**src/rtl/ins_cache_param.sv**
```systemverilog
// ins_cache_param
//   Direct-mapped, read-only instruction cache that sits between the fetch-stage
//   PC and main memory. The line count and words per line are configurable. A
//   three-state FSM handles lookup, line fill and whole-cache flush, and two
//   saturating counters record hits and misses.
//
// Ports
//   clock               system clock, all state changes on posedge
//   reset               synchronous, active-low
//   read                fetch request (address held stable while busywait=1)
//   flush               one-cycle pulse, invalidates every line
//   address             byte PC: [OFF_W+1:2] word offset, next IDX_W bits index, rest tag
//   readdata            selected instruction word, valid when read=1 and busywait=0
//   busywait            stall request to the fetch stage
//   hit_count           saturating hit counter
//   miss_count          saturating miss counter
//   MAIN_MEM_READ       line fetch request
//   MAIN_MEM_ADDRESS    block address {tag,index} of the line being fetched
//   MAIN_MEM_READ_DATA  returned line, word 0 in bits [31:0]
//   MAIN_MEM_BUSY_WAIT  memory busy; data valid in the cycle it drops
module ins_cache_param #(
   parameter int  NUM_LINES      = 8,
   parameter int  WORDS_PER_LINE = 4,
   parameter int  CNT_W          = 32,
   localparam int IDX_W          = $clog2(NUM_LINES),
   localparam int OFF_W          = $clog2(WORDS_PER_LINE),
   localparam int LINE_W         = 32 * WORDS_PER_LINE,
   localparam int BLK_W          = 30 - OFF_W,
   localparam int TAG_W          = BLK_W - IDX_W
) (
   input  logic              clock,
   input  logic              reset,
   input  logic              read,
   input  logic              flush,
   input  logic [31:0]       address,
   output logic [31:0]       readdata,
   output logic              busywait,
   output logic [CNT_W-1:0]  hit_count,
   output logic [CNT_W-1:0]  miss_count,
   output logic              MAIN_MEM_READ,
   output logic [BLK_W-1:0]  MAIN_MEM_ADDRESS,
   input  logic [LINE_W-1:0] MAIN_MEM_READ_DATA,
   input  logic              MAIN_MEM_BUSY_WAIT
);

   typedef enum logic [1:0] {IDLE, MEM_READ, FLUSH} state_t;

   state_t             state;
   logic [NUM_LINES-1:0] valid;
   logic [TAG_W-1:0]   tag_mem  [NUM_LINES];
   logic [LINE_W-1:0]  data_mem [NUM_LINES];
   logic [BLK_W-1:0]   blk_reg;
   logic [IDX_W-1:0]   flush_ctr;
   logic               flush_pend;
   logic [31:0]        last_word;

   logic [OFF_W-1:0]   off;
   logic [IDX_W-1:0]   idx;
   logic [IDX_W-1:0]   fill_idx;
   logic [31:0]        cur_word;
   logic               tag_ok;
   logic               hit;
   logic               fill_done;
   logic               addr_unused;

   function automatic logic [CNT_W-1:0] sat_inc(input logic [CNT_W-1:0] v);
      return (&v) ? v : v + CNT_W'(1);
   endfunction

   assign off       = address[2 +: OFF_W];
   assign idx       = address[2 + OFF_W +: IDX_W];
   assign fill_idx  = blk_reg[IDX_W-1:0];
   assign cur_word  = data_mem[idx][{off, 5'b0} +: 32];
   assign tag_ok    = valid[idx] && (tag_mem[idx] == address[31 -: TAG_W]);
   // A flush in the same cycle takes priority, so the read is not served.
   assign hit       = reset && (state == IDLE) && read && !flush && tag_ok;
   assign fill_done = (state == MEM_READ) && !MAIN_MEM_BUSY_WAIT;
   assign addr_unused = &{1'b0, address[1:0]};

   // Memory-side outputs depend only on registered state (and reset gating).
   assign MAIN_MEM_READ    = reset && (state == MEM_READ);
   assign MAIN_MEM_ADDRESS = blk_reg;

   // Hit data is forwarded combinationally; otherwise the last hit word is held.
   assign readdata = !reset ? 32'h0 : (hit ? cur_word : last_word);

   always_comb begin
      busywait = 1'b0;
      if (reset) begin
         case (state)
            IDLE:    busywait = flush || (read && !tag_ok);
            default: busywait = 1'b1;
         endcase
      end
   end

   always_ff @(posedge clock) begin
      if (!reset) begin
         state      <= IDLE;
         valid      <= '0;
         hit_count  <= '0;
         miss_count <= '0;
         flush_pend <= 1'b0;
         flush_ctr  <= '0;
         blk_reg    <= '0;
         last_word  <= '0;
      end else begin
         case (state)
            IDLE: begin
               if (flush) begin
                  state     <= FLUSH;
                  flush_ctr <= '0;
               end else if (read) begin
                  if (tag_ok) begin
                     hit_count <= sat_inc(hit_count);
                     last_word <= cur_word;
                  end else begin
                     miss_count <= sat_inc(miss_count);
                     blk_reg    <= address[31 -: BLK_W];
                     state      <= MEM_READ;
                  end
               end
            end
            MEM_READ: begin
               // A flush arriving mid-fill is remembered and run once the line lands.
               if (flush) flush_pend <= 1'b1;
               if (!MAIN_MEM_BUSY_WAIT) begin
                  valid[fill_idx] <= 1'b1;
                  flush_pend      <= 1'b0;
                  flush_ctr       <= '0;
                  state           <= (flush_pend || flush) ? FLUSH : IDLE;
               end
            end
            FLUSH: begin
               valid[flush_ctr] <= 1'b0;
               flush_ctr        <= flush_ctr + IDX_W'(1);
               if (flush_ctr == IDX_W'(NUM_LINES - 1)) state <= IDLE;
            end
            default: state <= IDLE;
         endcase
      end
   end

   // Line storage carries no reset; the valid bits alone decide whether it is used.
   always_ff @(posedge clock) begin
      if (reset && fill_done) begin
         data_mem[fill_idx] <= MAIN_MEM_READ_DATA;
         tag_mem[fill_idx]  <= blk_reg[BLK_W-1 -: TAG_W];
      end
   end

endmodule

```
**config.mk**
```make
export PLATFORM = sky130hd
export DESIGN_NAME = ins_cache_param
export DESIGN_NICKNAME = d
export VERILOG_FILES = /design/src/rtl/ins_cache_param.sv
export SDC_FILE = /design/constraint.sdc
export NUM_CORES = 1
export LEC_CHECK = 0
export BUFFER_PORTS_ARGS = -buffer_cell sky130_fd_sc_hd__buf_4
export CAP_MARGIN = 20
export CORE_ASPECT_RATIO = 0.5
export CORE_UTILIZATION = 65
export CTS_BUF_LIST = sky130_fd_sc_hd__clkbuf_16
export CTS_CLUSTER_DIAMETER = 120
export DETAILED_ROUTE_END_ITERATION = 6
export PLACE_DENSITY = 0.84
export SKIP_LAST_GASP = 1
export SLEW_MARGIN = 20
export SYNTH_ARGS = -nofsm -noshare
export SYNTH_HDL_FRONTEND = slang
export SYNTH_SLANG_ARGS = --single-unit
```
**constraint.sdc**
```tcl
create_clock -name clock -period 48.9 [get_ports clock]
set_input_delay 12.225 -clock clock [delete_from_list [all_inputs] [get_ports clock]]
set_output_delay 12.225 -clock clock [all_outputs]
set_load 0.005 [all_outputs]
```
==> results.py, run 1 <==
metrics = {
    "status": {
        "outcome": "finished clean",
    },
    "layout": {
        "drive_above_1_share": 0.284,
        "final_cell_mix": "edfxtp_1 (1224), mux4_2 (354), buf_4 (309)",
        "final_common_cell": "edfxtp_1",
        "num-fill-cells": 4054,
        "nNetsFinal": 3073,
        "area_growth_pct": 13.1,
    },
    "routing": {
        "first_pass_iters": 5,
        "drt-total-wl_um": 132000,
        "drc": 0,
        "post_drt_wl_per_cell_um": 32.2,
        "first_iter_violations": 3788,
        "vias": 28664,
        "ant_nets": 0,
        "vias_per_cell": 6.99,
    },
    "logic_synthesis": {
        "synth.net_count": 2801,
        "synth_edf_count": 1224,
        "netlist_area_um2": 53000,
        "syn_avg_cell_area_um2": 20.1,
        "async_flop_share": 0,
        "syn-instance-count": 2632,
        "synth_cell_types": 49,
        "ys_seq_elements": 1362,
        "ys.flop_type": "edfxtp_1",
        "yosysSeqAreaShare": 0.746,
        "yosys_warnings": 0,
    },
    "critical_path": {
        "arrival_ps": 17630,
        "cp.required_ps": 36670,
        "path_cells": "buf_8 -> buf_4 -> mux2i_1 -> xor2_1 -> o2111ai_1 -> nor4_4 -> and4_4 -> buf_4 -> nor2_1 -> a211oi_1 -> buf_4",
        "critPathKind": "input pin to output pin",
        "worst-path-buf-inv": 4,
        "critPathTopFamily": "buffers and inverters",
        "cpMaxStageDelayCell": "and4_4",
        "crit_path_frequent_cell": "buf_4",
        "endpoint_kind": "output pin",
        "worst_path_largest_cell_delay_ps": 860,
        "start_kind": "input pin",
        "path_max_fanout": 80,
    },
    "clock_network": {
        "clockBufferDepth": 3,
        "ctsHoldBuffers": 0,
        "clk-insertion-delay-late_ps": 730,
        "post-cts-setup-buffers": 0,
        "cts_buffers": 109,
        "path_clk_slew_ps": 60,
        "clock_sinks": 1362,
        "cts_resized": 0,
        "cts-root-buf": "clkbuf_16",
        "h-tree-depth": 3,
        "cts_tree": "done",
    },
    "sta": {
        "max_freq_ghz": 0.0335,
        "finalSetupViolations": 0,
        "worst-slew-pin-transition_ps": 1130,
        "period_share": 0.610,
        "maxSlewViolCount": 0,
        "finalCriticalPeriod_ps": 29850,
        "setup-tns-final_ps": 0,
        "finalClockSkew_ps": 48.6,
        "rsz0062_at_grt": "no",
        "hold_viol_final": 0,
        "slew_headroom": 0.242,
    },
    "place": {
        "hpwl_um": 63500,
        "io_buffers": 288,
        "gp_congestion": 0.836,
    },
    "power": {
        "power_uw": 2300,
        "p_comb_frac": 0.047,
        "cellLeakagePower_uw": 0.0191,
        "swShare": 0.213,
        "switchingPower_uw": 489,
        "pwr-share-clk": 0.400,
        "powerDensity_nw_per_um2": 38.4,
        "internal-power_uw": 1810,
        "p_seq_frac": 0.553,
        "peakVddDrop_mv": 0.0285,
    },
    "floorplan": {
        "die_h_um": 204,
        "coreArea_um2": 80100,
        "ios": 291,
        "die_w_um": 406,
        "num_rows": 73,
        "die_area_um2": 82800,
        "initial_utilization": 0.662,
    },
    "global_route": {
        "grt_busiest_layer": "met2",
        "use_met3": 0.0523,
        "grt_overflow": 0,
        "first_global_vias": 28498,
        "grtUsageMet2": 0.542,
        "grt_usage": 0.319,
        "use_met1": 0.417,
        "antenna_found_initial": 13,
        "grt_max_degree": 129,
        "grt_pass1_wl_um": 191000,
    },
    "flow_run": {
        "maxCapViolations": 0,
    },
    "min_path": {
        "hold_path.class": "flip-flop to flip-flop",
    },
}
## metrics by stage
step | hold WS (ps) | cells | area [µm²] | setup WS, ps | utilization
2_1_floorplan | 454 | 2632 | 53000 | 21810 | -
5_1_grt | 527 | 4098 | 60000 | 18710 | 0.749
3_3_place_gp | 471 | 3879 | 56300 | 19330 | 0.702
6_report | 502 | 4099 | 60000 | 19050 | 0.749
4_1_cts | 502 | 4086 | 59900 | 19090 | 0.748
3_5_place_dp | 487 | 3879 | 56300 | 19280 | 0.702
## power groups by stage
stage                     combinational (µW)  sequential, µW  clock, µW
after floorplan                         62.3            1300          0
after global placement                  99.8            1300          0
final                                    108            1270        919
after global routing                     113            1270        966
after detailed placement                 104            1300          0
after CTS                                107            1270        925
## sequential cells by signal (all words and copies together) (netlist names)
name              flops
hit_count            32
flush_pend            1
valid                 8
MAIN_MEM_ADDRESS     28
miss_count           32
tag_mem             200
flush_ctr             3
last_word            32
state                 2
data_mem           1024
## kinds of logic after synthesis
family / count (synthesis) / share of synthesized area
adder cells (fa/ha/maj): 4 / 0.000944
XOR/XNOR: 15 / 0.00248
AND/OR/NAND/NOR: 330 / 0.0336
flip-flops: 1362 / 0.746
multiplexers: 437 / 0.166
AO/OA/AOI/OAI: 306 / 0.0370
buffers and inverters: 178 / 0.0144
## routing by layer
metal  wire length, µm  vias up
met3             12100      320
met4              5460        4
met5                30        -
met1             45700    14731
li1                  -    11577
met2             68600     2032
## area by class of cell
class                      count  area [µm²]  share of cell area
sequential                  1362       39500               0.659
multi-input combinational   1092       12800               0.214
clock buffer                 112        2800              0.0467
timing repair buffer         320        2530              0.0422
tap                         1087        1360              0.0227
clock inverter                95         840              0.0140
inverter                      19        76.3             0.00127
antenna                       12        30.0            0.000501
## tightest hold or removal path: stages (launching register included)
cell and delay [ps]:
dfxtp_1 320, o31ai_1 70, a211oi_1 60
## path summary, 6_finish.rpt
| kind | start | endpoint | slack (ps) | cells after the start |
|---|---|---|---|---|
| max | address[4] | readdata[30] | 19050 | 11 |
| min | valid[0]$_SDFFE_PN0P_ | valid[0]$_SDFFE_PN0P_ | 500 | 2 |
| max reg2reg | tag_mem[7][0]$_DFFE_PP_ | last_word[30]$_SDFFE_PN0P_ | 44500 | 9 |
| min reg2reg | valid[0]$_SDFFE_PN0P_ | valid[0]$_SDFFE_PN0P_ | 500 | 2 |
## Yosys cell counts (14+ instances only)
master | count | area share
clkbuf_1 | 87 | 0.0062
mux2i_1 | 82 | 0.015
a211oi_1 | 68 | 0.0096
inv_1 | 18 | 0.0013
edfxtp_1 | 1224 | 0.69
buf_1 | 14 | 0.00099
a22oi_1 | 19 | 0.0027
mux4_2 | 354 | 0.15
nor2b_1 | 14 | 0.0017
and3_1 | 26 | 0.0031
buf_2 | 50 | 0.0047
a21oi_1 | 105 | 0.0099
or4_1 | 37 | 0.0052
o31ai_1 | 39 | 0.0055
xor2_1 | 14 | 0.0023
dfxtp_1 | 138 | 0.052
nor3_1 | 14 | 0.0013
nand3_1 | 33 | 0.0031
o21ai_0 | 37 | 0.0035
nor2_1 | 68 | 0.0048
nand4_1 | 29 | 0.0034
nand2_1 | 66 | 0.0047
Power figures use the tool's default switching activity.
==> inputs of run 2 (changes only) <==
--- a/config.mk
+++ b/config.mk
@@ -8,11 +8,11 @@
 export BUFFER_PORTS_ARGS = -buffer_cell sky130_fd_sc_hd__buf_4
 export CAP_MARGIN = 20
 export CORE_ASPECT_RATIO = 0.5
-export CORE_UTILIZATION = 65
+export CORE_UTILIZATION = 55
 export CTS_BUF_LIST = sky130_fd_sc_hd__clkbuf_16
 export CTS_CLUSTER_DIAMETER = 120
 export DETAILED_ROUTE_END_ITERATION = 6
-export PLACE_DENSITY = 0.84
+export PLACE_DENSITY = 0.76
 export SKIP_LAST_GASP = 1
 export SLEW_MARGIN = 20
 export SYNTH_ARGS = -nofsm -noshare
==> constraint.sdc (replaced) <==
create_clock -name clock -period 27.4 [get_ports clock]
set_input_delay 6.85 -clock clock [delete_from_list [all_inputs] [get_ports clock]]
set_output_delay 6.85 -clock clock [all_outputs]
set_load 0.005 [all_outputs]
==> run 2 against run 1 <==
  * The flow now finishes with violations (design-rule violations)
  * Routed wire length shrank 13%
  * Flip-flop and latch count is the same
  * Via count shrank 6.5%
  * Non-clock buffer count grew 2
  * Utilization shrank 12 points
  * Sequential share of layout area shrank 0.33 points
  * Final cell count grew 4.6%
  * Register-to-register slack lost 21000 ps
  * Combinational power grew 72%
  * Critical path depth grew 1
  * First-iteration DRC count shrank 28%
  * Global-route usage shrank 8.2 points
  * Largest power group unchanged
==> results.py, run 2 (synthesized netlist as in run 1, its figures left out) <==
metrics = {
    "clock_network": {
        "path_clk_slew_ps": 60,
        "cts_resized": 0,
        "h-tree-depth": 3,
        "cts-root-buf": "clkbuf_16",
        "ctsHoldBuffers": 0,
        "clockBufferDepth": 3,
        "clock_sinks": 1362,
        "cts_tree": "done",
        "cts_buffers": 113,
        "clk-insertion-delay-late_ps": 730,
        "post-cts-setup-buffers": 0,
    },
    "critical_path": {
        "worst_path_largest_cell_delay_ps": 860,
        "cp.required_ps": 20550,
        "path_cells": "buf_8 -> buf_4 -> mux4_2 -> mux2i_1 -> xor2_1 -> o2111ai_1 -> nor4_4 -> and4_4 -> buf_4 -> nor2_1 -> a211oi_1 -> buf_4",
        "arrival_ps": 12370,
        "path_max_fanout": 99,
        "endpoint_kind": "output pin",
        "crit_path_frequent_cell": "buf_4",
        "critPathKind": "input pin to output pin",
        "cpMaxStageDelayCell": "buf_4",
        "start_kind": "input pin",
    },
    "power": {
        "cellLeakagePower_uw": 0.0191,
        "power_uw": 4090,
        "swShare": 0.204,
        "switchingPower_uw": 836,
        "p_seq_frac": 0.555,
        "powerDensity_nw_per_um2": 67.9,
        "internal-power_uw": 3250,
        "p_comb_frac": 0.045,
        "pwr-share-clk": 0.399,
        "peakVddDrop_mv": 0.0562,
    },
    "sta": {
        "worst-slew-pin-transition_ps": 1220,
        "period_share": 0.702,
        "maxSlewViolCount": 0,
        "hold_viol_final": 0,
        "finalSetupViolations": 0,
        "max_freq_ghz": 0.0520,
        "finalClockSkew_ps": 47.9,
        "slew_headroom": 0.188,
        "rsz0062_at_grt": "no",
        "finalCriticalPeriod_ps": 19220,
        "setup-tns-final_ps": 0,
    },
    "routing": {
        "first_pass_iters": 7,
        "first_iter_violations": 2720,
        "ant_nets": 0,
        "post_drt_wl_per_cell_um": 26.8,
        "drc": 1,
        "drt-total-wl_um": 115000,
        "vias": 26814,
        "vias_per_cell": 6.26,
    },
    "layout": {
        "largest_reg_flops": 1024,
        "drive_above_1_share": 0.284,
        "nNetsFinal": 3079,
        "instances_no_fill": 4286,
        "final_common_cell": "edfxtp_1",
        "area_growth_pct": 13.7,
        "final_cell_mix": "edfxtp_1 (1224), mux4_2 (354), buf_4 (312)",
        "largest-register": "data_mem",
        "reg_top3": "data_mem x1024, tag_mem x200",
    },
    "floorplan": {
        "num_rows": 80,
        "die_h_um": 222,
        "ios": 291,
        "die_area_um2": 97700,
        "die_w_um": 441,
        "coreArea_um2": 95400,
        "initial_utilization": 0.556,
    },
    "min_path": {
        "hold_path.class": "flip-flop to flip-flop",
    },
    "global_route": {
        "grt_pass1_wl_um": 171000,
        "grt_overflow": 0,
        "first_global_vias": 27072,
        "grt_usage": 0.237,
        "antenna_found_initial": 15,
        "grt_max_degree": 135,
    },
    "status": {
        "outcome": "finished with violations",
        "violations": "design-rule violations",
    },
    "place": {
        "io_buffers": 288,
        "gp_congestion": 0.797,
        "hpwl_um": 60600,
        "dp.cells": 4066,
    },
    "flow_run": {
        "maxCapViolations": 0,
    },
}
==> run 2: changes by cell type in the layout (fill, tap and decap cells not counted) <==
cell,before,now
clkinv_1,31,35
buf_4,309,312
clkinv_2,19,16
inv_1,38,35
clkbuf_16,112,114
clkinvlp_4,5,3
inv_6,3,5
buf_16,1,0
bufinv_16,15,16
clkinv_4,2,1
clkinv_8,0,1
==> run 2: layout make-up <==
cell class / instances / area [µm²]
Clock buffer: 114 / 2850
Tap cell: 1271 / 1590
Sequential cell: 1362 / 39500
Clock inverter: 94 / 868
Fill cell: 6298 / 35100
Timing Repair Buffer: 322 / 2530
Inverter: 19 / 76.3
Antenna cell: 12 / 30.0
Multi-Input combinational cell: 1092 / 12800
==> run 2: per-stage QoR <==
step                 util  area [µm²]  hold slack (ps)  setup slack, ps
floorplan               -       53000              454             8670
global placement    0.592       56500              472             8180
detailed placement  0.592       56500              488             8140
CTS                 0.631       60200              500             8100
global route        0.632       60300              515             7820
finish              0.632       60300              498             8180
==> run 2: path summary, 6_finish.rpt <==
check	from	to	slack, ps	cells after the start
max	address[5]	readdata[30]	8180	12
min	miss_count[18]$_SDFFE_PN0P_	miss_count[18]$_SDFFE_PN0P_	500	2
max reg2reg	state[0]$_SDFFE_PN0P_	data_mem[3][126]$_DFFE_PP_	23280	7
min reg2reg	miss_count[18]$_SDFFE_PN0P_	miss_count[18]$_SDFFE_PN0P_	500	2
==> run 2: power by group through the flow <==
stage / Clock [µW] / Combinational (µW) / Sequential [µW]
6_report: 1630 / 186 / 2270
5_1_grt: 1740 / 198 / 2270
3_5_place_dp: 0 / 187 / 2320
4_1_cts: 1660 / 188 / 2270
3_3_place_gp: 0 / 182 / 2320
2_1_floorplan: 0 / 111 / 2320
==> run 2: routing by layer <==
layer	global-route usage	part of all wire
met1	0.317	0.40
met2	0.396	0.51
met3	0.0424	0.059
met4	0.0782	0.030
met5	0	0.00034
==> run 2: critical path, delay by kind of cell <==
family	cells	cell delay, ps
AND/OR/NAND/NOR	3	1310
multiplexers	2	790
buffers and inverters	4	2300
XOR/XNOR	1	240
AO/OA/AOI/OAI	2	700
